### src/rtl/md_pkg.sv
// rtl/md_pkg.sv - shared opcode and state encodings for the multiply/divide unit
package md_pkg;

    typedef enum logic [2:0] {
        MD_MULT  = 3'b000,
        MD_MULTU = 3'b001,
        MD_DIV   = 3'b010,
        MD_DIVU  = 3'b011,
        MD_MTHI  = 3'b100,
        MD_MTLO  = 3'b101
    } md_op_e;

    typedef enum logic [1:0] {
        S_IDLE = 2'd0,
        S_RUN  = 2'd1,
        S_FIX  = 2'd2
    } md_state_e;

endpackage

### src/rtl/md_iter_core.sv
// rtl/md_iter_core.sv - unsigned accumulator with one shift-add or restoring shift-subtract step per cycle
module md_iter_core #(
    parameter int WIDTH = 32
) (
    input  logic                 clk,
    input  logic                 rst,
    input  logic                 load,
    input  logic                 step,
    input  logic                 is_div,
    input  logic [WIDTH-1:0]     init_lo,
    input  logic [WIDTH-1:0]     operand,
    output logic [2*WIDTH-1:0]   result
);

    logic [2*WIDTH:0] acc;
    logic [WIDTH-1:0] opnd;
    logic             div_mode;

    logic [WIDTH:0]   mul_sum;
    logic [2*WIDTH:0] mul_next;
    logic [2*WIDTH:0] div_shift;
    logic [WIDTH:0]   div_upper;
    logic [2*WIDTH:0] div_next;

    // Multiply: add multiplicand into the upper half when the low bit is set, then shift right.
    // Divide: shift left, then subtract the divisor if it fits and shift in a quotient one.
    always_comb begin
        mul_sum   = acc[2*WIDTH:WIDTH] + {1'b0, opnd};
        mul_next  = acc[0] ? {1'b0, mul_sum, acc[WIDTH-1:1]}
                           : {1'b0, acc[2*WIDTH:WIDTH], acc[WIDTH-1:1]};
        div_shift = {acc[2*WIDTH-1:0], 1'b0};
        div_upper = div_shift[2*WIDTH:WIDTH];
        div_next  = div_shift;
        if (div_upper >= {1'b0, opnd})
            div_next = {div_upper - {1'b0, opnd}, div_shift[WIDTH-1:1], 1'b1};
    end

    always_ff @(posedge clk) begin
        if (rst) begin
            acc      <= '0;
            opnd     <= '0;
            div_mode <= 1'b0;
        end else if (load) begin
            acc      <= {{(WIDTH+1){1'b0}}, init_lo};
            opnd     <= operand;
            div_mode <= is_div;
        end else if (step) begin
            acc      <= div_mode ? div_next : mul_next;
        end
    end

    assign result = acc[2*WIDTH-1:0];

endmodule

### src/rtl/muldiv_unit.sv
// rtl/muldiv_unit.sv - iterative MULT/MULTU/DIV/DIVU unit owning the HI/LO registers
module muldiv_unit
    import md_pkg::*;
#(
    parameter int WIDTH = 32
) (
    input  logic             clk,
    input  logic             RST,
    input  logic             MDStartE,
    input  logic [2:0]       MDOpE,
    input  logic [WIDTH-1:0] SrcAE,
    input  logic [WIDTH-1:0] SrcBE,
    output logic             MDBusyE,
    output logic [WIDTH-1:0] HIOut,
    output logic [WIDTH-1:0] LOOut,
    output logic             MDDoneE
);

    localparam int CNT_W = $clog2(WIDTH + 1);

    md_state_e        state;
    logic [CNT_W-1:0] cnt;
    logic             is_div_q;
    logic             sign_q;
    logic             rem_sign_q;
    logic             dz_q;
    logic [WIDTH-1:0] a_orig;
    logic [WIDTH-1:0] hi;
    logic [WIDTH-1:0] lo;

    logic             start_op;
    logic             signed_in;
    logic             is_div_in;
    logic [WIDTH-1:0] a_mag;
    logic [WIDTH-1:0] b_mag;
    logic [2*WIDTH-1:0] result;
    logic [2*WIDTH-1:0] prod_fix;
    logic [WIDTH-1:0] quo_fix;
    logic [WIDTH-1:0] rem_fix;

    // Opcodes 0xx are the four iterative ops; bit 0 selects unsigned, bit 1 selects divide.
    always_comb begin
        start_op  = (state == S_IDLE) && MDStartE && !MDOpE[2];
        signed_in = !MDOpE[0];
        is_div_in = MDOpE[1];
        a_mag     = (signed_in && SrcAE[WIDTH-1]) ? -SrcAE : SrcAE;
        b_mag     = (signed_in && SrcBE[WIDTH-1]) ? -SrcBE : SrcBE;
        prod_fix  = sign_q ? -result : result;
        quo_fix   = sign_q ? -result[WIDTH-1:0] : result[WIDTH-1:0];
        rem_fix   = rem_sign_q ? -result[2*WIDTH-1:WIDTH] : result[2*WIDTH-1:WIDTH];
    end

    md_iter_core #(.WIDTH(WIDTH)) u_core (
        .clk     (clk),
        .rst     (RST),
        .load    (start_op),
        .step    (state == S_RUN),
        .is_div  (is_div_in),
        .init_lo (is_div_in ? a_mag : b_mag),
        .operand (is_div_in ? b_mag : a_mag),
        .result  (result)
    );

    always_ff @(posedge clk) begin
        if (RST) begin
            state      <= S_IDLE;
            cnt        <= '0;
            is_div_q   <= 1'b0;
            sign_q     <= 1'b0;
            rem_sign_q <= 1'b0;
            dz_q       <= 1'b0;
            a_orig     <= '0;
            hi         <= '0;
            lo         <= '0;
            MDBusyE    <= 1'b0;
            MDDoneE    <= 1'b0;
        end else begin
            MDDoneE <= 1'b0;
            case (state)
                S_IDLE: begin
                    if (MDStartE) begin
                        case (md_op_e'(MDOpE))
                            MD_MTHI: hi <= SrcAE;
                            MD_MTLO: lo <= SrcAE;
                            MD_MULT, MD_MULTU, MD_DIV, MD_DIVU: begin
                                is_div_q   <= is_div_in;
                                sign_q     <= signed_in && (SrcAE[WIDTH-1] ^ SrcBE[WIDTH-1]);
                                rem_sign_q <= signed_in && SrcAE[WIDTH-1];
                                dz_q       <= (SrcBE == '0);
                                a_orig     <= SrcAE;
                                cnt        <= '0;
                                state      <= S_RUN;
                                MDBusyE    <= 1'b1;
                            end
                            default: ;
                        endcase
                    end
                end
                S_RUN: begin
                    cnt <= cnt + 1'b1;
                    if (cnt == CNT_W'(WIDTH - 1))
                        state <= S_FIX;
                end
                S_FIX: begin
                    if (!is_div_q) begin
                        hi <= prod_fix[2*WIDTH-1:WIDTH];
                        lo <= prod_fix[WIDTH-1:0];
                    end else if (dz_q) begin
                        hi <= a_orig;
                        lo <= '1;
                    end else begin
                        hi <= rem_fix;
                        lo <= quo_fix;
                    end
                    state   <= S_IDLE;
                    MDBusyE <= 1'b0;
                    MDDoneE <= 1'b1;
                end
                default: state <= S_IDLE;
            endcase
        end
    end

    assign HIOut = hi;
    assign LOOut = lo;

endmodule

### config.mk
export PLATFORM = sky130hd
export DESIGN_NAME = muldiv_unit
export DESIGN_NICKNAME = d
export VERILOG_FILES = /design/src/rtl/md_pkg.sv /design/src/rtl/md_iter_core.sv /design/src/rtl/muldiv_unit.sv
export SDC_FILE = /design/constraint.sdc
export NUM_CORES = 1
export LEC_CHECK = 0
export CAP_MARGIN = 20
export CORE_MARGIN = 1
export CORE_UTILIZATION = 36
export CTS_CLUSTER_DIAMETER = 150
export CTS_CLUSTER_SIZE = 24
export DETAILED_ROUTE_END_ITERATION = 6
export GPL_TIMING_DRIVEN = 1
export SLEW_MARGIN = 20
export SYNTH_ARGS = -nofsm -noshare
export SYNTH_HDL_FRONTEND = slang
export SYNTH_SLANG_ARGS = --single-unit
### constraint.sdc
create_clock -name clk -period 6.8 [get_ports clk]
set_clock_uncertainty 0.05 [all_clocks]
set_input_delay 1.02 -clock clk [delete_from_list [all_inputs] [get_ports clk]]
set_output_delay 1.02 -clock clk [all_outputs]
set_load 0.01 [all_outputs]
# == After elaboration in Yosys (flattened, before gate mapping) ==
# Index checks and enable logic that the tools add are counted.
# word_totals
output_inout_bits,66
wordCells,92
register_bits,208
in_bits,70
# classes
order_cmp,1
reduce_logical,21
muxes,33
add_sub_neg,8
eq_ne,13
n_bitwise,1
# op_table
cell,n
2-to-1 mux 32 bit,16
2-to-1 mux 65 bit,2
2-to-1 mux 64 bit,2
negator 32 bit,4
case mux 32 bit (2 select lines),2
negator 64 bit,1
adder 33 x 32 -> 33 bit,1
greater-or-equal comparator 33 x 32 -> 1 bit,1
subtractor 33 x 32 -> 33 bit,1
logical NOT 32 bit,1
AND reduction 3 bit,6
2-to-1 mux 6 bit,2
case mux 6 bit (2 select lines),1
adder 6 x 1 -> 6 bit (second input constant),1
equality test 3 x 2 -> 1 bit (second input constant),2
equality test 3 bit (second input constant),2
equality test 6 x 5 -> 1 bit (second input constant),1
2-to-1 mux 2 bit,3
inequality test 2 x 1 -> 1 bit (second input constant),3
nonzero test 2 bit,3
logical AND 1 bit,5
inequality test 2 bit (second input constant),2
case mux 2 bit (2 select lines),1
OR reduction 4 bit,1
other kinds (10),13

# == Depth between registers and ports, before layout ==
# Gate-level depths: netlist of run 1.
# logic_depth
ltp_word,5
depth_mapped,14
ltp_nobuf,14

# == Modules after synthesis ==
# Synthesis of run 1 repeated with hierarchy kept, for this count alone.
# hier_totals
cells_unflattened,2454
hier_area_um2,18149.9
# by_module_without_submodules
mod,seq_area_each_um2,area_per_inst_um2,n_inst,cells_per_inst
muldiv_unit,2202.1,9425.3,1,1321
md_iter_core,1961.9,8724.6,1,1133

# == Worst setup path before layout of run 1 ==
# OpenSTA, ideal clock, no wires.
# synth_path
kind,input to register
start,input port SrcBE[8]
end,register u_core.opnd[28]
arrival_time_ps,3210
path_slack_ps,3408
t_required_ps,6618
setup_time_ps,132
stages,9
path_cell_list,or4_1 -> nor4_1 -> nand2b_1 -> nor4_1 -> and3b_1 -> a31oi_1 -> xor2_1 -> o211ai_1 -> a21oi_1
# synth_via
elab_chain_cells,3
# synth_rtl
element,line,text
"start, declared",muldiv_unit.sv:12,"input logic [WIDTH-1:0] SrcBE,"
negator 32 bit,muldiv_unit.sv:47,b_mag = (signed_in && SrcBE[WIDTH-1]) ? -SrcBE : SrcBE;
2-to-1 mux 32 bit,muldiv_unit.sv:47,
2-to-1 mux 32 bit,muldiv_unit.sv:60,".operand (is_div_in ? b_mag : a_mag),"
"end signal, assigned",md_iter_core.sv:45,opnd <= operand;
"end, declared",md_iter_core.sv:16,logic [WIDTH-1:0] opnd;
# No other way between the ends.
# A chain may end at the register's enable or synchronous reset.

# == Worst setup path in the final report of run 1 ==
# layout_path
start,register u_core.acc[32]
end,register u_core.acc[61]
# layout_via
elab_chain_cells,3
elab_cells_between_ends,6
cone_classes,2 x add/sub; 1 x order compare; 3 x mux
# layout_rtl
element,line,text
"start, declared",md_iter_core.sv:15,logic [2*WIDTH:0] acc;
"start signal, assigned",md_iter_core.sv:44,"acc <= {{(WIDTH+1){1'b0}}, init_lo};"
"start signal, assigned",md_iter_core.sv:48,acc <= div_mode ? div_next : mul_next;
"adder 33 x 32 -> 33 bit, or another cell as far along",md_iter_core.sv:28,"mul_sum = acc[2*WIDTH:WIDTH] + {1'b0, opnd};"
2-to-1 mux 64 bit / 2-to-1 mux 65 bit (equally long branches),"md_iter_core.sv:29, md_iter_core.sv:34",
2-to-1 mux 65 bit *,md_iter_core.sv:48,
# Mark *: on every way between the ends. The rest lies on a longest branch, timed or not.

==> summary.txt, run 1 <==
Run status
  • Status: finished, final reports clean

Critical path
  • Flop2flop setup slack: 2.42 ns
  • Critical path type: reg -> reg
  • Worst r2r dst: u_core.acc[61]
  • Crit. Startpoint: u_core.acc[32]
  • R2r worst-path depth: 12
  • Worst EP required: 7.14 ns
  • CP Launch Type: flop
  • Worst R2R Start: u_core.acc[32]
  • Max FO, Critical Path: 10
  • Crit path capture type: flop
  • Worst path arrival time: about 4.7 ns

Clocking
  • CTS H-tree depth: 1
  • Worst-Skew Late Latency: 0.51 ns
  • Root Driver: clkbuf_16
  • # hold bufs at CTS: 0
  • Clock Path Buffers: 3
  • Worst-path clk slew: 0.11 ns
  • Total clock sinks: approximately 210
  • CTS tree: built
  • CTS resizes: 0
  • Post-CTS Setup Inserts: 0
  • TritonCTS Buffers: 12

Synthesis
  • Synthesized area per cell: 7.096 um2
  • Adder-Cell Fraction of Synth Area: 5.343%
  • Most frequent cell after synthesis: a21oi_1
  • Synth unique cells: 76
  • Largest family of logic cells by synthesized area: compound AO/OA/AOI/OAI gates
  • Post-synth EDFFs: 0
  • Top post-synthesis cells by count: a21oi_1 (315), nand2_1 (298), nor2_1 (243)
  • Multiplexer area fraction after synthesis: 4.018%
  • Ys Warns: 0
  • Synth Cell Area: 16910 um2
  • Synth top area share: 24.63%
  • Compound-Gate Fraction of Synth Area: 29.69%
  • Synth Area in Simple Gates: 21.24%
  • Register area share after synthesis: between 20 and 25%
  • Dominant cell type by area after synthesis: dfxtp_1
  • Synthesized instance count: 2383
  • Post-synth top flop: dfxtp_1
  • FF+latch count, synth: between 200 and 250
  • Synth Area in XOR/XNOR: 9.168%
  • Post-synthesis net count: between 2000 and 3000
  • Async SR Flop Fraction: 0%
  • Synth top area cells: dfxtp_1 (25%), a21oi_1 (9.3%), nand2_1 (6.6%)

Final layout
  • N_diodes: 0
  • Share of layout cells above drive strength 1: 3.583%
  • Final Net Count: 2512
  • Area delta synth->final: 11.54%

Global routing
  • GR Util All Layers: 28.37%
  • Antenna violations before repair: 1
  • First-pass GRT wire length: 103900 um
  • Vias in the first global route: about 17000
  • Remaining Overflow, GRT: 0
  • Largest net degree at the start of global routing: 85

Placed design
  • DP Wirelength: 52430 um
  • PortBufs: 135
  • Gpl congestion: 0.9948

Route
  • Vias per cell: slightly above 6
  • Drt wl/cell: 23.42 um
  • DR vias: ~18000
  • Routed WL: approximately 70000 um
  • Remaining DRCs: 0
  • Initial DRT Pass Iterations: 6
  • Final ANT Viol Nets: 0
  • Iter 0 DRT Violations: 2107

Pwr
  • Sequential power share: 41.2%
  • Net load switching power: 1279 uW
  • Clock power share: roughly a quarter
  • Power density cells: 176.0 nW/um2
  • Gate power share: 34.7%
  • Peak supply drop: 0.1513 mV
  • Sw Ratio: around two fifths
  • Pleak: between 0.006 and 0.007 uW
  • Internal power: approximately 2000 uW

Timing
  • Final setup fails: 0
  • Max Slew Vio Count: 0
  • Max_slew headroom: 32.22%
  • Final min period: 4.377 ns
  • RSZ-0062 raised after global routing: false
  • F_max: 0.2285 GHz
  • Actual slew at the worst max-slew pin: approximately 1 ns
  • Worst hold slack: 0.4109 ns
  • Final Hold Vio Count: 0
  • Final worst-path cycle share: 64.36%
  • Setup TNS: 0 ns

Min path
  • Hold Startpoint: a_orig[27]
  • Hold Crit Class: reg -> reg
  • WHS Path Cells: 2
  • Hold endpoint: a_orig[27]

Floorplan
  • Row count: 79
  • Placeable Area: 46460 um2
  • Initial Util: roughly 36%
  • Num ports: 136
  • Die ar.: approximately 48000 um2
  • Die width: 218.7 um
  • Die Ht: between 200 and 250 um

Flow run
  • Reported max-cap violation count: 0
==> state kept, by name, indices dropped and copies added (netlist names), 2 cells and up <==
register     flops
u_core.acc      65
state            2
HIOut           32
cnt              6
LOOut           32
u_core.opnd     32
a_orig          32
==> critical path: stages, from the launching register on <==
cell,delay (ns)
dfxtp_1,0.47
ha_1,0.33
fa_1,0.49
a211oi_1,0.48
nor2_1,0.10
o31ai_1,0.36
a21boi_0,0.39
a211oi_1,0.42
or2_2,0.23
o31ai_1,0.16
a2111oi_0,0.46
nor2_1,0.12
o211a_1,0.21
==> logic make-up after synthesis <==
| family | after synthesis |
|---|---|
| AOI/OAI and AO/OA | 810 |
| xor gates and xnor gates | 177 |
| adders and majority gates | 71 |
| buffers and inverters | 256 |
| DFF | 208 |
| muxes | 67 |
| and+or+nand+nor | 794 |
==> worst max path at each step <==
stage / depth (start not counted) / end / slack, ns
after floorplan: 9 / u_core.opnd[28] / 3.41
after global placement: 9 / u_core.opnd[21] / 2.56
after detailed placement: 9 / u_core.opnd[21] / 2.49
after CTS: 12 / u_core.acc[61] / 2.53
after global routing: 12 / u_core.acc[61] / 2.34
final: 12 / u_core.acc[61] / 2.42
==> area by class of cell <==
cell class | instances | area [um2]
flip-flops and latches | 208 | 4167
repair buffers | 168 | 1592
fillers | 4876 | 27600
well taps | 607 | 759.5
clock buffers | 13 | 325.3
multi-input cells | 1919 | 11770
inverters | 62 | 232.7
clock inverters | 2 | 12.51
==> metrics by stage <==
step / std cells / cell area [um2] / utilization (%) / worst slack, ns / total power (uW)
finish: 2979 / 18860 / 40.60 / 2.423 / 3319
global route: 2979 / 18860 / 40.60 / 2.337 / 3480
CTS: 2979 / 18860 / 40.59 / 2.533 / 3315
detailed placement: 2964 / 18520 / 39.86 / 2.487 / 2514
global placement: 2964 / 18520 / 39.86 / 2.561 / 2505
floorplan: 2383 / 16910 / - / 3.408 / 2141
==> per-layer routing <==
| metal | global-route usage [%] | vias to the layer above | part of all wire, % |
|---|---|---|---|
| li1 | - | 8536 | - |
| met1 | 39.09 | 8687 | 44 |
| met2 | 44.37 | 817 | 44 |
| met3 | 3.549 | 128 | 7.7 |
| met4 | 11.76 | 0 | 4.6 |
| met5 | 0 | - | 0 |
==> power by group through the flow <==
stage,registers (uW),logic (uW),clock network [uW]
2_1_floorplan,1340,800,0
3_3_place_gp,1390,1110,0
3_5_place_dp,1390,1120,0
4_1_cts,1360,1130,822
5_1_grt,1370,1250,859
6_report,1370,1150,800
==> cell usage in the layout (no fill, tap or decap), types with 12 or more instances in the layout <==
cell,count
nand2b_1,16
nand3_1,39
nor3_1,59
xor2_1,80
a21o_1,26
o211ai_1,63
nor2b_1,14
inv_1,60
o22ai_1,19
buf_4,34
dfxtp_1,206
nor2_1,240
or3_1,27
a21oi_1,315
clkdlybuf4s50_1,133
xnor2_1,97
o221ai_1,30
o21bai_1,12
ha_1,69
mux2i_1,60
nor4_1,25
a211oi_1,59
clkbuf_16,13
o31ai_1,26
nand2_1,298
o21ai_0,154
Note: power is estimated with default switching activity, not from simulation.
==> run 2: changes to the inputs <==
==> constraint.sdc (replaced) <==
create_clock -name clk -period 4.05 [get_ports clk]
set_clock_uncertainty 0.05 [all_clocks]
set_input_delay 0.6075 -clock clk [delete_from_list [all_inputs] [get_ports clk]]
set_output_delay 0.6075 -clock clk [all_outputs]
set_load 0.01 [all_outputs]
==> summary.txt, run 2 (synthesis gave the netlist of run 1 again) <==
Global routing
  • First-pass GRT wire length: 105800 um (+1.9%)
  • Antenna violations before repair: 0 (-1)
  • Vias in the first global route: 16988 (+1.7%)
  • GR Util All Layers: 28.85% (+0.48 points)
  • Largest net degree at the start of global routing: 92 (+8.2%)
  • Remaining Overflow, GRT: 0 (unchanged)

Clocking
  • CTS H-tree depth: 1 (unchanged)
  • Worst-path clk slew: 0.11 ns (about the same)
  • Total clock sinks: 208 (unchanged)
  • Post-CTS Setup Inserts: 0 (unchanged)
  • CTS tree: built
  • # hold bufs at CTS: 0 (unchanged)
  • CTS resizes: 0 (unchanged)
  • TritonCTS Buffers: 12 (unchanged)
  • Root Driver: clkbuf_16
  • Clock Path Buffers: 3 (unchanged)
  • Worst-Skew Late Latency: 0.51 ns (about the same)

Route
  • DR vias: 18519 (+1.9%)
  • Final ANT Viol Nets: 0 (unchanged)
  • Drt wl/cell: 23.30 um (-0.52%)
  • Initial DRT Pass Iterations: 6 (unchanged)
  • Iter 0 DRT Violations: 2102 (-0.24%)
  • Routed WL: 70950 um (+1.7%)
  • Vias per cell: 6.082 (-0.28%)
  • Remaining DRCs: 0 (unchanged)

Critical path
  • Critical path type: reg -> reg
  • Flop2flop setup slack: 0.26 ns (-2.16 ns)
  • R2r worst-path depth: 9 (-3)
  • Max stage delay cell, worst path: nor4_1
  • Crit path capture type: flop
  • CP Launch Type: flop
  • Worst R2R Start: u_core.acc[18]
  • CP max stage delay: 0.94 ns (+0.45 ns)
  • Worst EP required: 4.33 ns (-2.81 ns)
  • Worst path arrival time: 4.07 ns (-0.65 ns)
  • Max FO, Critical Path: 10 (unchanged)
  • Worst-path cell chain: nor4_1, nand4_1, or2_1, nor2_1, nor2_1, a211oi_1, a21oi_1, a211oi_1, a2111oi_2
  • Worst r2r dst: HIOut[16]

Timing
  • Max_slew headroom: 29.94% (-2.3 points)
  • RSZ-0062 raised after global routing: false
  • Final setup fails: 0 (unchanged)
  • Actual slew at the worst max-slew pin: 1.041 ns (+0.02457 ns)
  • Final worst-path cycle share: 93.48% (+29 points)
  • Final min period: 3.786 ns (-0.5905 ns)
  • F_max: 0.2641 GHz (+16%)
  • Worst hold slack: 0.4096 ns (-0.001240 ns)
  • Max Slew Vio Count: 0 (unchanged)
  • Setup TNS: 0 ns (unchanged)
  • Final Hold Vio Count: 0 (unchanged)

Placed design
  • Gpl congestion: 0.9998 (+0.50%)
  • DP Wirelength: 53770 um (+2.6%)
  • Placed Area: 19040 um2 (+2.8%)
  • PortBufs: 135 (unchanged)

Flow run
  • Reported max-cap violation count: 0 (unchanged)

Pwr
  • Peak supply drop: 0.2707 mV (+79%)
  • Power density cells: 294.7 nW/um2 (+67%)
  • Pleak: 0.007087 uW (+5.1%)

Final layout
  • Area delta synth->final: 14.60%
  • Final Net Count: 2578 (+2.6%)
  • Layout fillers: 4827 (-1.0%)
  • Max reg flops: 65 (unchanged)
  • Share of layout cells above drive strength 1: 6.194% (+2.6 points)
  • Commonest non-fill, non-tap cell in the layout: a21oi_1
  • Biggest register: u_core.acc
  • N_diodes: 0 (unchanged)
  • Final instance area: 19380 um2 (+2.7%)
  • Most frequent cells in the layout: a21oi_1 (315), nand2_1 (298), nor2_1 (241), dfxtp_1 (206), o21ai_0 (154)

Floorplan
  • Die width: 218.7 um (unchanged)
  • Row count: 79 (unchanged)
  • Num ports: 136 (unchanged)
  • Die Ht: 218.7 um (unchanged)
  • Initial Util: 36.40% (unchanged)
  • Placeable Area: 46460 um2 (unchanged)
  • Die ar.: 47840 um2 (unchanged)

Min path
  • WHS Path Cells: 2 (unchanged)
  • Hold endpoint: a_orig[0]
  • Hold Crit Class: reg -> reg
  • Hold Startpoint: a_orig[0]

Run status
  • Status: finished, final reports clean
==> run 2: changes by cell type in the layout (fill, tap and decap cells not counted) <==
| cell | previous run | this run |
|---|---|---|
| buf_12 | 0 | 2 |
| clkinv_1 | 2 | 1 |
| nor2_1 | 240 | 241 |
| buf_4 | 34 | 98 |
| nor2_2 | 2 | 1 |
| inv_2 | 0 | 1 |
==> run 2: final cells by class <==
type                       count  area [um2]  area share [%]
multi-input combinational   1919       11770           60.73
sequential                   208        4167           21.50
clock buffer                  13       325.3           1.679
inverter                      62       232.7           1.201
clock inverter                 2       12.51         0.06457
timing repair buffer         234        2112           10.90
tap                          607       759.5           3.919
==> run 2: worst max path at each step <==
stage	startpoint	to	slack (ns)
CTS	u_core.acc[19]	HIOut[16]	0.43
detailed placement	SrcAE[20]	u_core.opnd[29]	0.38
global route	u_core.acc[31]	u_core.acc[48]	0.18
finish	u_core.acc[18]	HIOut[16]	0.26
floorplan	u_core.acc[32]	u_core.acc[61]	0.90
global placement	SrcAE[20]	u_core.opnd[29]	0.42
==> run 2: through the flow <==
stage	setup slack, ns	instances	utilization (%)	total power (uW)
2_1_floorplan	0.9044	2383	-	3594
3_3_place_gp	0.4235	3030	40.98	4312
3_5_place_dp	0.3841	3030	40.98	4323
4_1_cts	0.4301	3045	41.71	5682
5_1_grt	0.1838	3045	41.71	5954
6_report	0.2639	3045	41.71	5711
==> run 2: power by group <==
group / internal (uW) / total [uW] / switching, uW
registers: 2140 / 2270 / 133
clock network: 584 / 1370 / 787
logic: 769 / 2070 / 1300
==> run 2: worst max-delay path: cells and delay by family, from the launching register on <==
kind	cells	cell delay (ns)
simple gates	5	2.34
compound gates	4	0.78
flops	1	0.46
==> run 2: routing by layer <==
layer  global-route usage (%)  share of wire, %
met5                        0                 0
met1                    40.03                44
met2                    44.72                44
met3                    3.299               7.6
met4                    12.62               4.9
